**src/rtl/alu_req_driver.sv**
```systemverilog
// Initiator for the combinational 8-bit add/sub ALU.
// Requests are buffered in a FIFO and issued one per cycle on registered ALU operands.
// Each ALU result is checked against a golden model and returned with its tag.
module alu_req_driver #(
  parameter int unsigned DEPTH = 4,
  parameter int unsigned TAG_W = 4
) (
  input  logic             clk,
  input  logic             rst,
  input  logic             req_valid,
  output logic             req_ready,
  input  logic [7:0]       req_a,
  input  logic [7:0]       req_b,
  input  logic             req_op,
  input  logic [TAG_W-1:0] req_tag,
  output logic [7:0]       alu_a,
  output logic [7:0]       alu_b,
  output logic             alu_operand,
  input  logic [8:0]       alu_result,
  input  logic             alu_overflow,
  output logic             rsp_valid,
  input  logic             rsp_ready,
  output logic [8:0]       rsp_result,
  output logic             rsp_overflow,
  output logic [TAG_W-1:0] rsp_tag,
  output logic             rsp_err,
  output logic [15:0]      err_count
);

  localparam int unsigned AW = $clog2(DEPTH);
  localparam int unsigned PW = AW + 1;

  // FIFO storage and pointers (extra MSB distinguishes full from empty)
  logic [7:0]       mem_a   [DEPTH];
  logic [7:0]       mem_b   [DEPTH];
  logic             mem_op  [DEPTH];
  logic [TAG_W-1:0] mem_tag [DEPTH];
  logic [PW-1:0]    wr_ptr;
  logic [PW-1:0]    rd_ptr;

  logic             iss_valid;
  logic [TAG_W-1:0] iss_tag;

  logic             push;
  logic             fifo_empty;
  logic             iss_load;
  logic             rsp_load;
  logic [PW-1:0]    wr_ptr_nxt;
  logic [PW-1:0]    rd_ptr_nxt;
  logic             full_nxt;
  logic [8:0]       exp_result;
  logic             exp_ovf;
  logic             err_nxt;

  // Handshakes, pointer next-state and golden model of the op currently on the ALU
  always_comb begin
    push       = req_valid && req_ready;
    fifo_empty = (wr_ptr == rd_ptr);
    rsp_load   = iss_valid && (!rsp_valid || rsp_ready);
    iss_load   = !fifo_empty && (!iss_valid || rsp_load);
    wr_ptr_nxt = push ? wr_ptr + PW'(1) : wr_ptr;
    rd_ptr_nxt = iss_load ? rd_ptr + PW'(1) : rd_ptr;
    full_nxt   = (wr_ptr_nxt[AW] != rd_ptr_nxt[AW]) &&
                 (wr_ptr_nxt[AW-1:0] == rd_ptr_nxt[AW-1:0]);
    if (alu_operand) begin
      exp_result = {1'b0, alu_a} - {1'b0, alu_b};
      exp_ovf    = 1'b0;
    end else begin
      exp_result = {1'b0, alu_a} + {1'b0, alu_b};
      exp_ovf    = exp_result[8];
    end
    err_nxt = (alu_result != exp_result) || (alu_overflow != exp_ovf);
  end

  // FIFO payload write; contents are don't-care until pointed to, so no reset
  always_ff @(posedge clk) begin
    if (push) begin
      mem_a[wr_ptr[AW-1:0]]   <= req_a;
      mem_b[wr_ptr[AW-1:0]]   <= req_b;
      mem_op[wr_ptr[AW-1:0]]  <= req_op;
      mem_tag[wr_ptr[AW-1:0]] <= req_tag;
    end
  end

  // FIFO pointers and registered ready (depends only on occupancy)
  always_ff @(posedge clk) begin
    if (rst) begin
      wr_ptr    <= '0;
      rd_ptr    <= '0;
      req_ready <= 1'b0;
    end else begin
      wr_ptr    <= wr_ptr_nxt;
      rd_ptr    <= rd_ptr_nxt;
      req_ready <= !full_nxt;
    end
  end

  // Issue register: drives the ALU, holds while stalled or idle
  always_ff @(posedge clk) begin
    if (rst) begin
      iss_valid   <= 1'b0;
      iss_tag     <= '0;
      alu_a       <= '0;
      alu_b       <= '0;
      alu_operand <= 1'b0;
    end else begin
      if (iss_load) begin
        iss_valid   <= 1'b1;
        iss_tag     <= mem_tag[rd_ptr[AW-1:0]];
        alu_a       <= mem_a[rd_ptr[AW-1:0]];
        alu_b       <= mem_b[rd_ptr[AW-1:0]];
        alu_operand <= mem_op[rd_ptr[AW-1:0]];
      end else if (rsp_load) begin
        iss_valid <= 1'b0;
      end
    end
  end

  // Response register and saturating error counter
  always_ff @(posedge clk) begin
    if (rst) begin
      rsp_valid    <= 1'b0;
      rsp_result   <= '0;
      rsp_overflow <= 1'b0;
      rsp_tag      <= '0;
      rsp_err      <= 1'b0;
      err_count    <= '0;
    end else begin
      if (rsp_load) begin
        rsp_valid    <= 1'b1;
        rsp_result   <= alu_result;
        rsp_overflow <= alu_overflow;
        rsp_tag      <= iss_tag;
        rsp_err      <= err_nxt;
        if (err_nxt && (err_count != 16'hFFFF)) begin
          err_count <= err_count + 16'd1;
        end
      end else if (rsp_ready) begin
        rsp_valid <= 1'b0;
      end
    end
  end

endmodule

```
**config.mk**
```make
export PLATFORM = sky130hd
export DESIGN_NAME = alu_req_driver
export DESIGN_NICKNAME = d
export VERILOG_FILES = /design/src/rtl/alu_req_driver.sv
export SDC_FILE = /design/constraint.sdc
export NUM_CORES = 1
export LEC_CHECK = 0
export CAP_MARGIN = 20
export CORE_MARGIN = 4
export CORE_UTILIZATION = 37
export CTS_CLUSTER_SIZE = 8
export DETAILED_ROUTE_END_ITERATION = 8
export PLACE_DENSITY = 0.55
export SLEW_MARGIN = 20
export SYNTH_ARGS = -nofsm -noshare
export SYNTH_HDL_FRONTEND = slang
export SYNTH_SLANG_ARGS = --single-unit
```
**constraint.sdc**
```tcl
create_clock -name clk -period 7.2 [get_ports clk]
set_input_delay 1.8 -clock clk [delete_from_list [all_inputs] [get_ports clk]]
set_output_delay 1.8 -clock clk [all_outputs]
set_load 0.1 [all_outputs]
```
; ---- Word level (Yosys, flattened, before mapping)
; Memory sizes are Yosys's and may differ from the RTL's. A register that Yosys moved wholly into a read port is not among the register bits.
; Cells that the tools add are included.
[op_classes]
eq_ne = 6
add_sub_neg = 5
reduce_logical = 15
mux = 10
[ops]
columns = operator, n
row1 = adder 16 x 1 -> 16 bit (second input constant), 1
row2 = != test 16 bit (second input constant), 1
row3 = adder 8 x 8 -> 9 bit, 1
row4 = 2-to-1 mux 9 bit, 1
row5 = != test 9 bit, 1
row6 = subtractor 8 x 8 -> 9 bit, 1
row7 = 2-to-1 mux 1 bit, 7
row8 = adder 3 x 1 -> 3 bit (second input constant), 2
row9 = 2-to-1 mux 3 bit, 2
row10 = logical AND 1 bit, 5
row11 = logical NOT 1 bit, 4
row12 = nonzero test 2 bit, 2
row13 = == test 3 bit, 1
row14 = logical OR 1 bit, 3
row15 = == test 2 bit, 1
row16 = != test 1 bit, 2
row17 = AND reduction 2 bit, 1
[totals]
input_bits = 35
wordCells = 50
output_inout_bits = 50
ramBits = 84
register_bits = 40
mem_count = 4
[mem_list]
columns = name, depth, width, read_ports, rd_clocked_by_memory_dff, wr, line_no
row1 = mem_a, 4, 8, 1, 1, 1, 34  ; logic [7:0] mem_a [DEPTH];
row2 = mem_b, 4, 8, 1, 1, 1, 35  ; logic [7:0] mem_b [DEPTH];
row3 = mem_tag, 4, 4, 1, 1, 1, 37  ; logic [TAG_W-1:0] mem_tag [DEPTH];
row4 = mem_op, 4, 1, 1, 1, 1, 36  ; logic mem_op [DEPTH];

; ---- Depth between registers and ports, before layout
[logic_depth]
word_depth = 9
ltp_mapped = 12
ltp_nobuf = 11

; ---- Worst setup path before layout
; Ideal clock, no wire load.
[synth_path]
path_type = reg2reg
startpoint = register alu_a[1], read port of mem_a
endpoint = register err_count[5]
path_buffers = 1
synth_period_minus_slack_ns = 3.720
t_required_ns = 7.079
arrival_time_ns = 3.598
setup_slack_ns = 3.480
path_stages_with_launch = 12
setup_time_ns = 0.121
cell_sequence = dfxtp_1 > inv_1 > fa_1 > o21ba_1 > nor4_2 > o211ai_2 > a211o_1 > o31a_1 > a2111oi_4 > buf_6 > nor4_2 > mux2_4
[synth_between]
elab_chain_cells = 6
elab_cells_between_ends = 9
cone_classes = add/sub (2) / eq/ne (2) / mux (2) / reduce/logical (3)
[synth_lines]
columns = item, line_no
row1 = start: declaration, 16  ; output logic [7:0] alu_a,
row2 = adder 8 x 8 -> 9 bit or subtractor 8 x 8 -> 9 bit (tied branches), "69, 66"
row3 = 2-to-1 mux 9 bit or 2-to-1 mux 1 bit (tied branches), 65  ; if (alu_operand) begin
row4 = != test 9 bit or != test 1 bit (tied branches), 72  ; err_nxt = (alu_result != exp_result) || (alu_overflow != exp_ovf);
row5 = logical OR 1 bit *, 72
row6 = logical AND 1 bit *, 135  ; if (err_nxt && (err_count != 16'hFFFF)) begin
row7 = AND reduction 2 bit (no source line) *, n/a
row8 = end signal: assignment, 136  ; err_count <= err_count + 16'd1;
row9 = end: declaration, 27  ; output logic [15:0] err_count
; Every way passes the cells marked *; elsewhere a longest branch is shown, timed or not.
; A chain may end at the register's enable or synchronous reset.

; ---- Worst setup path in the final report
[layout_path]
startpoint = register alu_operand, read port of mem_op
endpoint = output alu_operand
[layout_lines]
columns = item, line_no
row1 = start: declaration, 18  ; output logic alu_operand,
; No word-level cell between the ends.

==> flow_metrics.env <==
export IMPL_avgSynthCellArea_um2=12.01
export IMPL_path_cells="clkdlybuf4s50_1"
export IMPL_start_util_pct=37.93
export IMPL_hp_class="reg -> reg"
export IMPL_cts_hold_buf=0
export IMPL_cp_max_fo=19
export IMPL_clockBufferDepth=2
export IMPL_dr_pass1_iters=7
export IMPL_gp_congestion=0.8298
export IMPL_cts_made_buffers=17
export IMPL_die_w_um=141.4
export IMPL_setup_violations=0
export IMPL_ir_drop_v=0.0001990
export IMPL_grt_pass1_vias=4363
export IMPL_htree_levels=4
export IMPL_slew_viol_final=0
export IMPL_cts_root_buffer="clkbuf_16"
export IMPL_critical_path_class="reg -> out"
export IMPL_die_area_um2=19990
export IMPL_cp_end_kind="primary output"
export IMPL_synth_top_family_by_area="simple AND/OR/NAND/NOR gates"
export IMPL_cts_setup_buffers=0
export IMPL_crit_family="buffers and inverters"
export IMPL_skew_ns=0.006870
export IMPL_rows=48
export IMPL_fmax_ghz=0.2366
export IMPL_clock_latency_ns=0.42
export IMPL_overflow=0
export IMPL_clk_pin_slew_ns=0.06
export IMPL_startpoint_type="flop"
export IMPL_grt_pass1_wl_um=22780
export IMPL_max_stage_delay_ns=1.26
export IMPL_slew_headroom_pct=31.04
export IMPL_final_cells=868
export IMPL_hpwl_um=9466
export IMPL_wirelength_um=13970
export IMPL_hold_slack_ns=0.4530
export IMPL_cts_sinks=145
export IMPL_worst_slew_pin_slew_ns=1.031
export IMPL_critPathSlowestCell="clkdlybuf4s50_1"
export IMPL_core_area_um2=17360
export IMPL_cp_data_arrival_time_ns=2.43
export IMPL_n_antenna_cell=0
export IMPL_viasPerCell=5.018
export IMPL_io_pins=85
export IMPL_antenna_found_initial=0
export IMPL_ys_seq_elements=145
export IMPL_cts_resized_gates=0
export IMPL_synth_compound_area_share_pct=8.534
export IMPL_ys_types=58
export IMPL_ys_flop_type="edfxtp_1"
export IMPL_drtIter0Drc=209
export IMPL_layout_common_cells="nand2_1, edfxtp_1, clkdlybuf4s50_1, dfxtp_1, a21oi_1"
export IMPL_synth_edff_count=84
export IMPL_fillers=1593
export IMPL_grt_max_degree=72
export IMPL_synthesis_area_um2=6583
export IMPL_grt_usage_pct=14.54
export IMPL_yosys_area_share_simple_pct=14.10
export IMPL_drv_cap=0
export IMPL_yosysSeqAreaShare_pct=56.87
export IMPL_num_vias=4356
export IMPL_drc_errors=0
export IMPL_synth_xor_area_share_pct=2.661
export IMPL_die_h_um=141.4
export IMPL_muxShareOfSynthArea_pct=9.846
export IMPL_yosys_area_share_adder_pct=4.980
export IMPL_area_delta_synth_final_pct=25.49
export IMPL_rsz0062_at_grt="false"
export IMPL_final_common_cell="nand2_1"
export IMPL_drive_above_1_share_pct=13.37
export IMPL_final_nets=690
export IMPL_postSynthCellCount=548
export IMPL_post_route_period_util_pct=58.70
export IMPL_post_place_cells=836
export IMPL_syn_nets=608
export IMPL_period_needed_ns=4.227
export IMPL_io_buffers=84
export IMPL_finalSetupTns_ns=0
export IMPL_wire_per_inst_um=16.10
export IMPL_cp_num_buf_inv=1
export IMPL_status="completed"
export IMPL_p_per_area_nw_per_um2=399.0
export IMPL_synth_warnings=0
export IMPL_async_reset_ff_share_pct=0
export IMPL_ant_nets=0
export IMPL_p_leak_uw=0.002889
export IMPL_hold_viol=0
export IMPL_crit_required_ns=5.40
export IMPL_tritoncts="done"
==> kinds of logic (layout without fill, tap and decap cells) <==
group                    after synthesis  count (layout)
flip-flops                           145             145
adder cells (fa/ha/maj)               25              25
AO/OA/AOI/OAI                         89              89
AND/OR/NAND/NOR                      189             189
XOR/XNOR                              20              20
multiplexers                          34              34
buffers and inverters                 46             141
==> cell usage after synthesis (all sizes together) (6+ instances only) <==
| cell | instances | area, um^2 |
|---|---|---|
| mux2 | 9 | 135.1 |
| inv | 15 | 56.30 |
| dfxtp | 61 | 1221 |
| and3 | 10 | 62.56 |
| nor2 | 27 | 103.9 |
| buf | 9 | 58.80 |
| nand3 | 10 | 50.05 |
| nor2b | 14 | 87.58 |
| mux4 | 21 | 473.0 |
| clkbuf | 22 | 82.58 |
| o31ai | 6 | 45.04 |
| nor3 | 8 | 55.05 |
| edfxtp | 84 | 2522 |
| xnor2 | 8 | 70.07 |
| o21ai | 9 | 45.04 |
| xor2 | 12 | 105.1 |
| a21oi | 49 | 245.2 |
| ha | 23 | 287.8 |
| nand2 | 92 | 347.8 |
==> cell type report <==
| cell class | instances | area (um^2) | area share, % |
|---|---|---|---|
| Sequential cell | 145 | 3744 | 45.32 |
| Clock buffer | 17 | 425.4 | 5.150 |
| Tap cell | 225 | 281.5 | 3.408 |
| Multi-Input combinational cell | 357 | 2641 | 31.98 |
| Inverter | 15 | 56.30 | 0.6816 |
| Timing Repair Buffer | 94 | 910.9 | 11.03 |
| Clock inverter | 15 | 201.4 | 2.439 |
==> power breakdown <==
part / leakage [uW] / switching, uW / internal (uW)
combinational: 0.00133 / 902 / 426
sequential: 0.00126 / 85.0 / 964
clock: 0.000303 / 363 / 556
total: 0.00289 / 1350 / 1950
==> registers in the layout (all words and copies together) (netlist names), 3 cells and up <==
signal,cells
rsp_result,9
mem_op,4
mem_b,32
rd_ptr,3
iss_tag,4
wr_ptr,3
err_count,16
mem_a,32
alu_b,8
mem_tag,16
alu_a,8
rsp_tag,4
==> metal layers <==
layer,vias to the layer above,share of wire [%],GRT usage [%]
met4,0,0.91,4.242
li1,2144,-,-
met5,-,0,0
met3,12,5.1,4.449
met1,2105,47,19.44
met2,95,47,23.00
==> per-stage QoR <==
stage | total power, uW | instance area [um^2] | setup WS, ns | utilization, %
floorplan | 2098 | 6583 | 3.480 | -
global placement | 2396 | 7634 | 3.103 | 43.98
detailed placement | 2406 | 7634 | 3.047 | 43.98
CTS | 3334 | 8260 | 2.949 | 47.59
global route | 3483 | 8260 | 2.858 | 47.59
finish | 3296 | 8260 | 2.973 | 47.59
==> final timing paths <==
path	to	cells after the start	slack, ns	start
worst max register to register	err_count[10]	12	3.89	alu_b[0]
worst min-delay path	rsp_tag[2]	2	0.45	iss_tag[2]
worst max-delay path	alu_operand	1	2.97	alu_operand
worst min register to register	rsp_tag[2]	2	0.45	iss_tag[2]
Power figures use the tool's default switching activity.
